**src/rtl/dp_seq_feeder_pkg.sv**
```systemverilog
// Shared types and constants for the DP sequence feeder.
package dp_seq_feeder_pkg;

    localparam int BP_W       = 2;
    localparam int LEN_W      = 12;
    localparam int N_DEF      = 8;
    localparam int LOG_N_DEF  = 3;
    localparam int MEM_AW_DEF = 10;

    typedef enum logic [2:0] {
        ST_IDLE,
        ST_NEWSEQ,
        ST_LOAD_S,
        ST_SUPD,
        ST_GAP,
        ST_STREAM_T,
        ST_WAIT,
        ST_FIN
    } state_t;

    // Number of N-base chunks needed to cover len bases. The sum is computed
    // one bit wider so that len = 2^LEN_W-1 does not overflow.
    function automatic logic [LEN_W-1:0] chunk_count(input logic [LEN_W-1:0] len, input int n);
        logic [LEN_W:0] sum;
        sum = {1'b0, len} + (LEN_W+1)'(n - 1);
        return LEN_W'(sum / (LEN_W+1)'(n));
    endfunction

endpackage

```
**src/rtl/dp_feed_addr_gen.sv**
```systemverilog
// Sequence RAM read-address counter. Counts down through an S chunk or up
// through T; a read is suppressed (and pad raised) once the index reaches
// the active sequence length.
module dp_feed_addr_gen
    import dp_seq_feeder_pkg::*;
#(
    parameter int MEM_AW = MEM_AW_DEF
) (
    input  logic              clk,
    input  logic              reset_i,
    input  logic              ld,
    input  logic [LEN_W:0]    ld_val,
    input  logic              sel_t,
    input  logic              en,
    input  logic [MEM_AW-1:0] s_base,
    input  logic [MEM_AW-1:0] t_base,
    input  logic [LEN_W-1:0]  s_len,
    input  logic [LEN_W-1:0]  t_len,
    output logic              rd,
    output logic [MEM_AW-1:0] addr,
    output logic              pad
);

    logic [LEN_W:0]    idx;
    logic [LEN_W:0]    limit;
    logic [MEM_AW-1:0] base;
    logic [MEM_AW-1:0] offs;

    assign limit = {1'b0, (sel_t ? t_len : s_len)};
    assign pad   = (idx >= limit);
    assign rd    = en && !pad;
    assign base  = sel_t ? t_base : s_base;
    assign offs  = MEM_AW'(idx);
    // Address wraps modulo 2^MEM_AW; driven to zero when no read is issued.
    assign addr  = rd ? (base + offs) : '0;

    // Index register: load at chunk/stream start, then step once per enabled cycle.
    always_ff @(posedge clk or negedge reset_i) begin
        if (!reset_i) begin
            idx <= '0;
        end else if (ld) begin
            idx <= ld_val;
        end else if (en) begin
            idx <= sel_t ? (idx + 1'b1) : (idx - 1'b1);
        end
    end

endmodule

```
**src/rtl/dp_seq_feeder.sv**
```systemverilog
// DP systolic array load initiator: walks S in N-base chunks (descending),
// latches each chunk, then streams T, waiting for DP busy to clear between chunks.
//
//  state       | meaning
//  ------------+-------------------------------------------------------------
//  ST_IDLE     | waiting for start; latches job parameters
//  ST_NEWSEQ   | new_seq pulse for the sequence pair
//  ST_LOAD_S   | N+1 cycles: read/present chunk bases, highest index first
//  ST_SUPD     | s_update pulse, ack low
//  ST_GAP      | prefetch read of T[0]
//  ST_STREAM_T | t_len cycles of valid T
//  ST_WAIT     | hold until DP busy is sampled low
//  ST_FIN      | done pulse (err for a zero-length job)
module dp_seq_feeder
    import dp_seq_feeder_pkg::*;
#(
    parameter int N      = N_DEF,
    parameter int LOG_N  = LOG_N_DEF,
    parameter int MEM_AW = MEM_AW_DEF
) (
    input  logic              clk,
    input  logic              reset_i,
    input  logic              start,
    input  logic [MEM_AW-1:0] s_base,
    input  logic [LEN_W-1:0]  s_len,
    input  logic [MEM_AW-1:0] t_base,
    input  logic [LEN_W-1:0]  t_len,
    output logic              job_busy,
    output logic              done,
    output logic              err,
    output logic              mem_rd,
    output logic [MEM_AW-1:0] mem_addr,
    input  logic [BP_W-1:0]   mem_rdata,
    output logic              new_seq,
    output logic              ack,
    output logic [LOG_N-1:0]  PE_end,
    output logic [BP_W-1:0]   S,
    output logic              s_update,
    output logic [BP_W-1:0]   T,
    output logic              valid,
    input  logic              busy
);

    state_t            state, state_nx;
    logic [MEM_AW-1:0] s_base_r, t_base_r;
    logic [LEN_W-1:0]  s_len_r, t_len_r;
    logic [LEN_W-1:0]  cnt;
    logic [LEN_W-1:0]  chunks_left;
    logic [LEN_W:0]    chunk_base;
    logic              err_r;
    logic              pad_d;
    logic [BP_W-1:0]   s_hold, t_hold;

    logic              accept, zero_job, to_load;
    logic              ld, ag_en, sel_t, ag_pad, s_live;
    logic [LEN_W:0]    ld_val, next_base, rem, rem_m1;

    assign zero_job  = (s_len == '0) || (t_len == '0);
    assign next_base = (state == ST_WAIT) ? (chunk_base + (LEN_W+1)'(N)) : '0;
    assign rem       = {1'b0, s_len_r} - next_base;
    assign rem_m1    = rem - 1'b1;

    assign job_busy = (state != ST_IDLE);
    assign done     = (state == ST_FIN);
    assign err      = (state == ST_FIN) && err_r;
    assign new_seq  = (state == ST_NEWSEQ);
    assign s_update = (state == ST_SUPD);
    assign valid    = (state == ST_STREAM_T);
    assign ack      = (state inside {ST_LOAD_S, ST_GAP, ST_STREAM_T, ST_WAIT}) ||
                      ((state == ST_FIN) && !err_r);

    // RAM data arrives one cycle after the read, so S and T pass it straight
    // through while qualified and otherwise hold their last value.
    assign s_live = (state == ST_LOAD_S) && (cnt != LEN_W'(N));
    assign S      = s_live ? (pad_d ? '0 : mem_rdata) : s_hold;
    assign T      = valid ? mem_rdata : t_hold;

    dp_feed_addr_gen #(
        .MEM_AW (MEM_AW)
    ) u_addr_gen (
        .clk     (clk),
        .reset_i (reset_i),
        .ld      (ld),
        .ld_val  (ld_val),
        .sel_t   (sel_t),
        .en      (ag_en),
        .s_base  (s_base_r),
        .t_base  (t_base_r),
        .s_len   (s_len_r),
        .t_len   (t_len_r),
        .rd      (mem_rd),
        .addr    (mem_addr),
        .pad     (ag_pad)
    );

    // State register.
    always_ff @(posedge clk or negedge reset_i) begin
        if (!reset_i) begin
            state <= ST_IDLE;
        end else begin
            state <= state_nx;
        end
    end

    // Next-state and address-generator control.
    always_comb begin
        state_nx = state;
        accept   = 1'b0;
        to_load  = 1'b0;
        ld       = 1'b0;
        ld_val   = next_base + (LEN_W+1)'(N - 1);
        ag_en    = 1'b0;
        sel_t    = 1'b0;
        case (state)
            ST_IDLE: begin
                if (start) begin
                    accept   = 1'b1;
                    state_nx = zero_job ? ST_FIN : ST_NEWSEQ;
                end
            end
            ST_NEWSEQ: begin
                to_load  = 1'b1;
                ld       = 1'b1;
                state_nx = ST_LOAD_S;
            end
            ST_LOAD_S: begin
                ag_en = (cnt != '0);
                if (cnt == '0) state_nx = ST_SUPD;
            end
            ST_SUPD: begin
                ld       = 1'b1;
                ld_val   = '0;
                state_nx = ST_GAP;
            end
            ST_GAP: begin
                sel_t    = 1'b1;
                ag_en    = 1'b1;
                state_nx = ST_STREAM_T;
            end
            ST_STREAM_T: begin
                sel_t = 1'b1;
                ag_en = 1'b1;
                if (cnt == '0) state_nx = ST_WAIT;
            end
            ST_WAIT: begin
                if (!busy) begin
                    if (chunks_left != LEN_W'(1)) begin
                        to_load  = 1'b1;
                        ld       = 1'b1;
                        state_nx = ST_LOAD_S;
                    end else begin
                        state_nx = ST_FIN;
                    end
                end
            end
            ST_FIN:  state_nx = ST_IDLE;
            default: state_nx = ST_IDLE;
        endcase
    end

    // Job parameters, chunk tracking, cycle down-counter and output hold registers.
    always_ff @(posedge clk or negedge reset_i) begin
        if (!reset_i) begin
            s_base_r    <= '0;
            t_base_r    <= '0;
            s_len_r     <= '0;
            t_len_r     <= '0;
            err_r       <= 1'b0;
            chunks_left <= '0;
            chunk_base  <= '0;
            cnt         <= '0;
            PE_end      <= '0;
            pad_d       <= 1'b0;
            s_hold      <= '0;
            t_hold      <= '0;
        end else begin
            s_hold <= S;
            t_hold <= T;
            pad_d  <= ag_pad;
            if (accept) begin
                s_base_r    <= s_base;
                t_base_r    <= t_base;
                s_len_r     <= s_len;
                t_len_r     <= t_len;
                err_r       <= zero_job;
                chunks_left <= chunk_count(s_len, N);
                chunk_base  <= '0;
            end
            if (to_load) begin
                chunk_base <= next_base;
                cnt        <= LEN_W'(N);
                PE_end     <= (rem >= (LEN_W+1)'(N)) ? LOG_N'(N - 1) : LOG_N'(rem_m1);
                if (state == ST_WAIT) chunks_left <= chunks_left - 1'b1;
            end else if (state == ST_SUPD) begin
                cnt <= t_len_r - 1'b1;
            end else if (((state == ST_LOAD_S) || (state == ST_STREAM_T)) && (cnt != '0)) begin
                cnt <= cnt - 1'b1;
            end
        end
    end

endmodule

```
**config.mk**
```make
export PLATFORM = sky130hd
export DESIGN_NAME = dp_seq_feeder
export DESIGN_NICKNAME = d
export VERILOG_FILES = /design/src/rtl/dp_seq_feeder_pkg.sv /design/src/rtl/dp_feed_addr_gen.sv /design/src/rtl/dp_seq_feeder.sv
export SDC_FILE = /design/constraint.sdc
export NUM_CORES = 1
export LEC_CHECK = 0
export CAP_MARGIN = 10
export CELL_PAD_IN_SITES_DETAIL_PLACEMENT = 2
export CELL_PAD_IN_SITES_GLOBAL_PLACEMENT = 2
export CORE_MARGIN = 2
export CORE_UTILIZATION = 36
export CTS_BUF_LIST = sky130_fd_sc_hd__clkbuf_8
export DETAILED_ROUTE_END_ITERATION = 12
export GPL_TIMING_DRIVEN = 1
export PLACE_DENSITY_LB_ADDON = 0.05
export SKIP_LAST_GASP = 1
export SLEW_MARGIN = 20
export SYNTH_ARGS = -nofsm -noshare
export SYNTH_HDL_FRONTEND = slang
export SYNTH_SLANG_ARGS = --single-unit
```
**constraint.sdc**
```tcl
create_clock -name clk -period 4.7 [get_ports clk]
set_clock_uncertainty 0.05 [all_clocks]
set_input_delay 0.94 -clock clk [delete_from_list [all_inputs] [get_ports clk]]
set_output_delay 0.94 -clock clk [all_outputs]
set_load 0.01 [all_outputs]
```
==> impl_results.md <==
- CTS tree: built
- Reg2Reg Launch Point: state[2]$_DFFE_PN0P_
- Vias: 7584
- Total CTS buffers: 9
- GPL Wtd Cong: 0.852
- PwrDens: 181 nW/um^2
- Vias per cell: ~5.7
- Final setup viols: 0
- Synth Register Bits: 106
- Core Box Area: about 22000 sq um
- Avg Inst Size Synth: approximately 8.1 sq um
- Sequential share of the synthesized area: 0.335
- CTS H-tree lvls: 3
- NumNets Final: between 1000 and 1500
- Initial Util: 0.365
- CTS Root Cell: clkbuf_8
- Mapped Cells: approximately 1000
- Slew HR: 0.372
- Final worst path period need: about 4.6 ns
- Die area: around 23000 sq um
- Hold Crit Class: reg -> reg
- Largest fanout on the critical path: 10
- # IOs: 75
- Detailed Route WL: around 28 mm
- Slowest cell delay on critical path: around 0.57 ns
- Global-route wire length before repair: 44.7 mm
- Std cell rows: 54
- Internal reg-to-reg setup slack: 0.40 ns
- Reg2Reg Capture Point: PE_end[0]$_DFFE_PN0P_
- WL per Instance: 20.9 microns
- Post-synthesis net count: 1078
- Drc violations: 0
- Worst setup startpoint: state[1]$_DFFE_PN0P_
- RSZ-0062 raised after global routing: true
- CP Cell Sequence: nor2b_4 -> buf_12 -> nand2_1 -> nand2_1 -> ha_1 -> a21o_1 -> a21oi_1 -> nand2b_1 -> a21boi_0 -> o41ai_2 -> mux2i_1 -> a21boi_1 -> clkdlybuf4s50_1
- TritonRoute pass-1 iters: 4
- Reg2Reg Depth: 13
- Longest Clk Path Bufs: 2
- Top_reg_cell synth: dfrtp_1
- Slowest CP cell: clkdlybuf4s50_1
- Setup crit end kind: output port
- Post-synth EDFFs: 0
- Area contributors post-synth: dfrtp_1 34%, nand2_1 9.9%, ha_1 7.9%
- ANT nets after route: 0
- Antenna cell count: 0
- Post-synth top area share: 0.335
- Distinct cells, synth: 78
- Post-synth top area cell: dfrtp_1
- Critical path startpoint category: flop
- Worst hold margin: ~0.45 ns
- Port Buffer Count: 74
- Final Power: about 1.7 mW
- Final TNS setup: 0 ns
- Max cap viols: 0
- Worst-Margin Slew: 0.936 ns
- Grt total ovfl: 0
- Async SR Flop Fraction: 1.00
- Largest net degree at the start of global routing: 54
- Die Span X: about 150 microns
- Critical path class: reg -> out
- Synthesized area: roughly 7900 sq um
- Slew Limit Fails: 0
- Clock transition at path regs: about 0.12 ns
- GRT Total Usage: 0.239
- Final instance area: just over 9000 sq um
- Hold Fails Final Rpt: 0
- Final Cycle Share: 0.973
- Area grow syn2layout: 17.6%
- F_max: about 0.22 GHz
- Yosys warns: 0
- CTS sink count: 106
- Clk_lat worst skew: between 0.4 and 0.5 ns
- LEAKAGE: roughly 4.4 nW
- Detail Placement HPWL: 21.1 mm
- Status: complete, no violations
- Share of post-route cells with drive strength above 1: 0.0752
- Number of global-route vias before repair: 8101
- Placed cell area: 9000 sq um
- CP dominant cell by count: nand2_1
- Worst path required time: ~3.7 ns
- VDD IR max: roughly 110 uV
- Iteration-0 DRC Markers: between 300 and 400
- Initial antenna violation count: 0
- Top cells by count, synth: 209 x nand2_1, 106 x dfrtp_1, 62 x nor2_1
- Height of the die: 152 microns
- Most common cell in the netlist: nand2_1
- Worst Path Arrival: approximately 3.6 ns
- Worst Setup EP: mem_addr[9]
==> what timing repair did <==
| action | in CTS | in global routing |
|---|---|---|
| setup endpoints to repair | 5 | 5 |
| endpoints found under the hold margin | 0 | 0 |
| setup buffers | 0 | 8 |
| resized for setup | 5 | 6 |
| hold buffers | 0 | 0 |
| pin swaps | 0 | 3 |
| gates cloned | 0 | 1 |
==> cell type report <==
class	instances	area (sq um)
Sequential cell	106	2650
Inverter	35	131
Clock buffer	10	138
Tap cell	280	350
Clock inverter	6	63.8
Timing Repair Buffer	103	990
Multi-Input combinational cell	791	4980
Fill cell	2473	12400
==> placed cells by master, fill, tap and decap left out, drive strengths merged, types with 12 or more instances in the layout <==
cell type,synthesis,layout
a21o,13,13
a21oi,51,51
buf,10,29
clkdlybuf4s50,0,70
dfrtp,106,106
ha,50,50
inv,35,36
mux2i,22,22
nand2,209,209
nand3,32,32
nor2,62,62
nor2b,12,12
nor3,43,43
nor4,20,20
o21ai,62,62
xnor2,14,14
xor2,26,26
==> registers in the layout, indices dropped and copies added, names as in the netlist <==
signal	flops
s_hold	2
t_len_r	12
state	3
u_addr_gen.idx	13
t_base_r	10
err_r	1
t_hold	2
chunk_base	13
s_base_r	10
s_len_r	12
cnt	12
chunks_left	12
PE_end	3
pad_d	1
==> worst min path at each step <==
stage                                 to  depth (start not counted)                       from
6_report         t_base_r[1]$_DFFE_PN0P_                          2    t_base_r[1]$_DFFE_PN0P_
5_1_grt          t_base_r[1]$_DFFE_PN0P_                          2    t_base_r[1]$_DFFE_PN0P_
4_1_cts        chunks_left[11]$_DFF_PN0_                          1  chunks_left[11]$_DFF_PN0_
3_5_place_dp     t_base_r[8]$_DFFE_PN0P_                          2    t_base_r[8]$_DFFE_PN0P_
3_3_place_gp     s_base_r[7]$_DFFE_PN0P_                          2    s_base_r[7]$_DFFE_PN0P_
2_1_floorplan    s_base_r[9]$_DFFE_PN0P_                          2    s_base_r[9]$_DFFE_PN0P_
==> report_power, final <==
part | internal, mW | switching (mW)
clock | 0.262 | 0.364
combinational | 0.0608 | 0.0601
sequential | 0.923 | 0.0135
total | 1.25 | 0.438
==> worst max-delay path, delay by kind of cell (launching register included) <==
family | cells | cell delay (ns)
compound gates | 5 | 1.13
flops | 1 | 0.43
simple gates | 4 | 0.52
buf+inv | 2 | 0.73
fa+ha+maj | 1 | 0.23
mux | 1 | 0.14
==> cells by family after synthesis <==
| family | after synthesis | share of synthesized area |
|---|---|---|
| flip-flops | 106 | 0.335 |
| adder cells (fa/ha/maj) | 53 | 0.0867 |
| buffers and inverters | 78 | 0.0385 |
| AO/OA/AOI/OAI | 222 | 0.188 |
| AND/OR/NAND/NOR | 448 | 0.271 |
| XOR/XNOR | 40 | 0.0443 |
| multiplexers | 28 | 0.0364 |
==> through the flow <==
step	util	setup slack, ns	cells
floorplan	-	0.128	975
global placement	0.415	0.358	1306
detailed placement	0.415	0.290	1306
CTS	0.425	-0.0189	1322
global route	0.429	-0.107	1331
finish	0.429	0.125	1331
==> metal layers <==
| metal | track usage | vias up | wire (microns) |
|---|---|---|---|
| met4 | 0.0503 | 0 | 377 |
| met2 | 0.420 | 96 | 13800 |
| met3 | 0.0324 | 21 | 847 |
| met5 | 0 | - | 0 |
| met1 | 0.316 | 3848 | 12700 |
| li1 | - | 3619 | - |
Note: power is estimated with default switching activity, not from simulation.
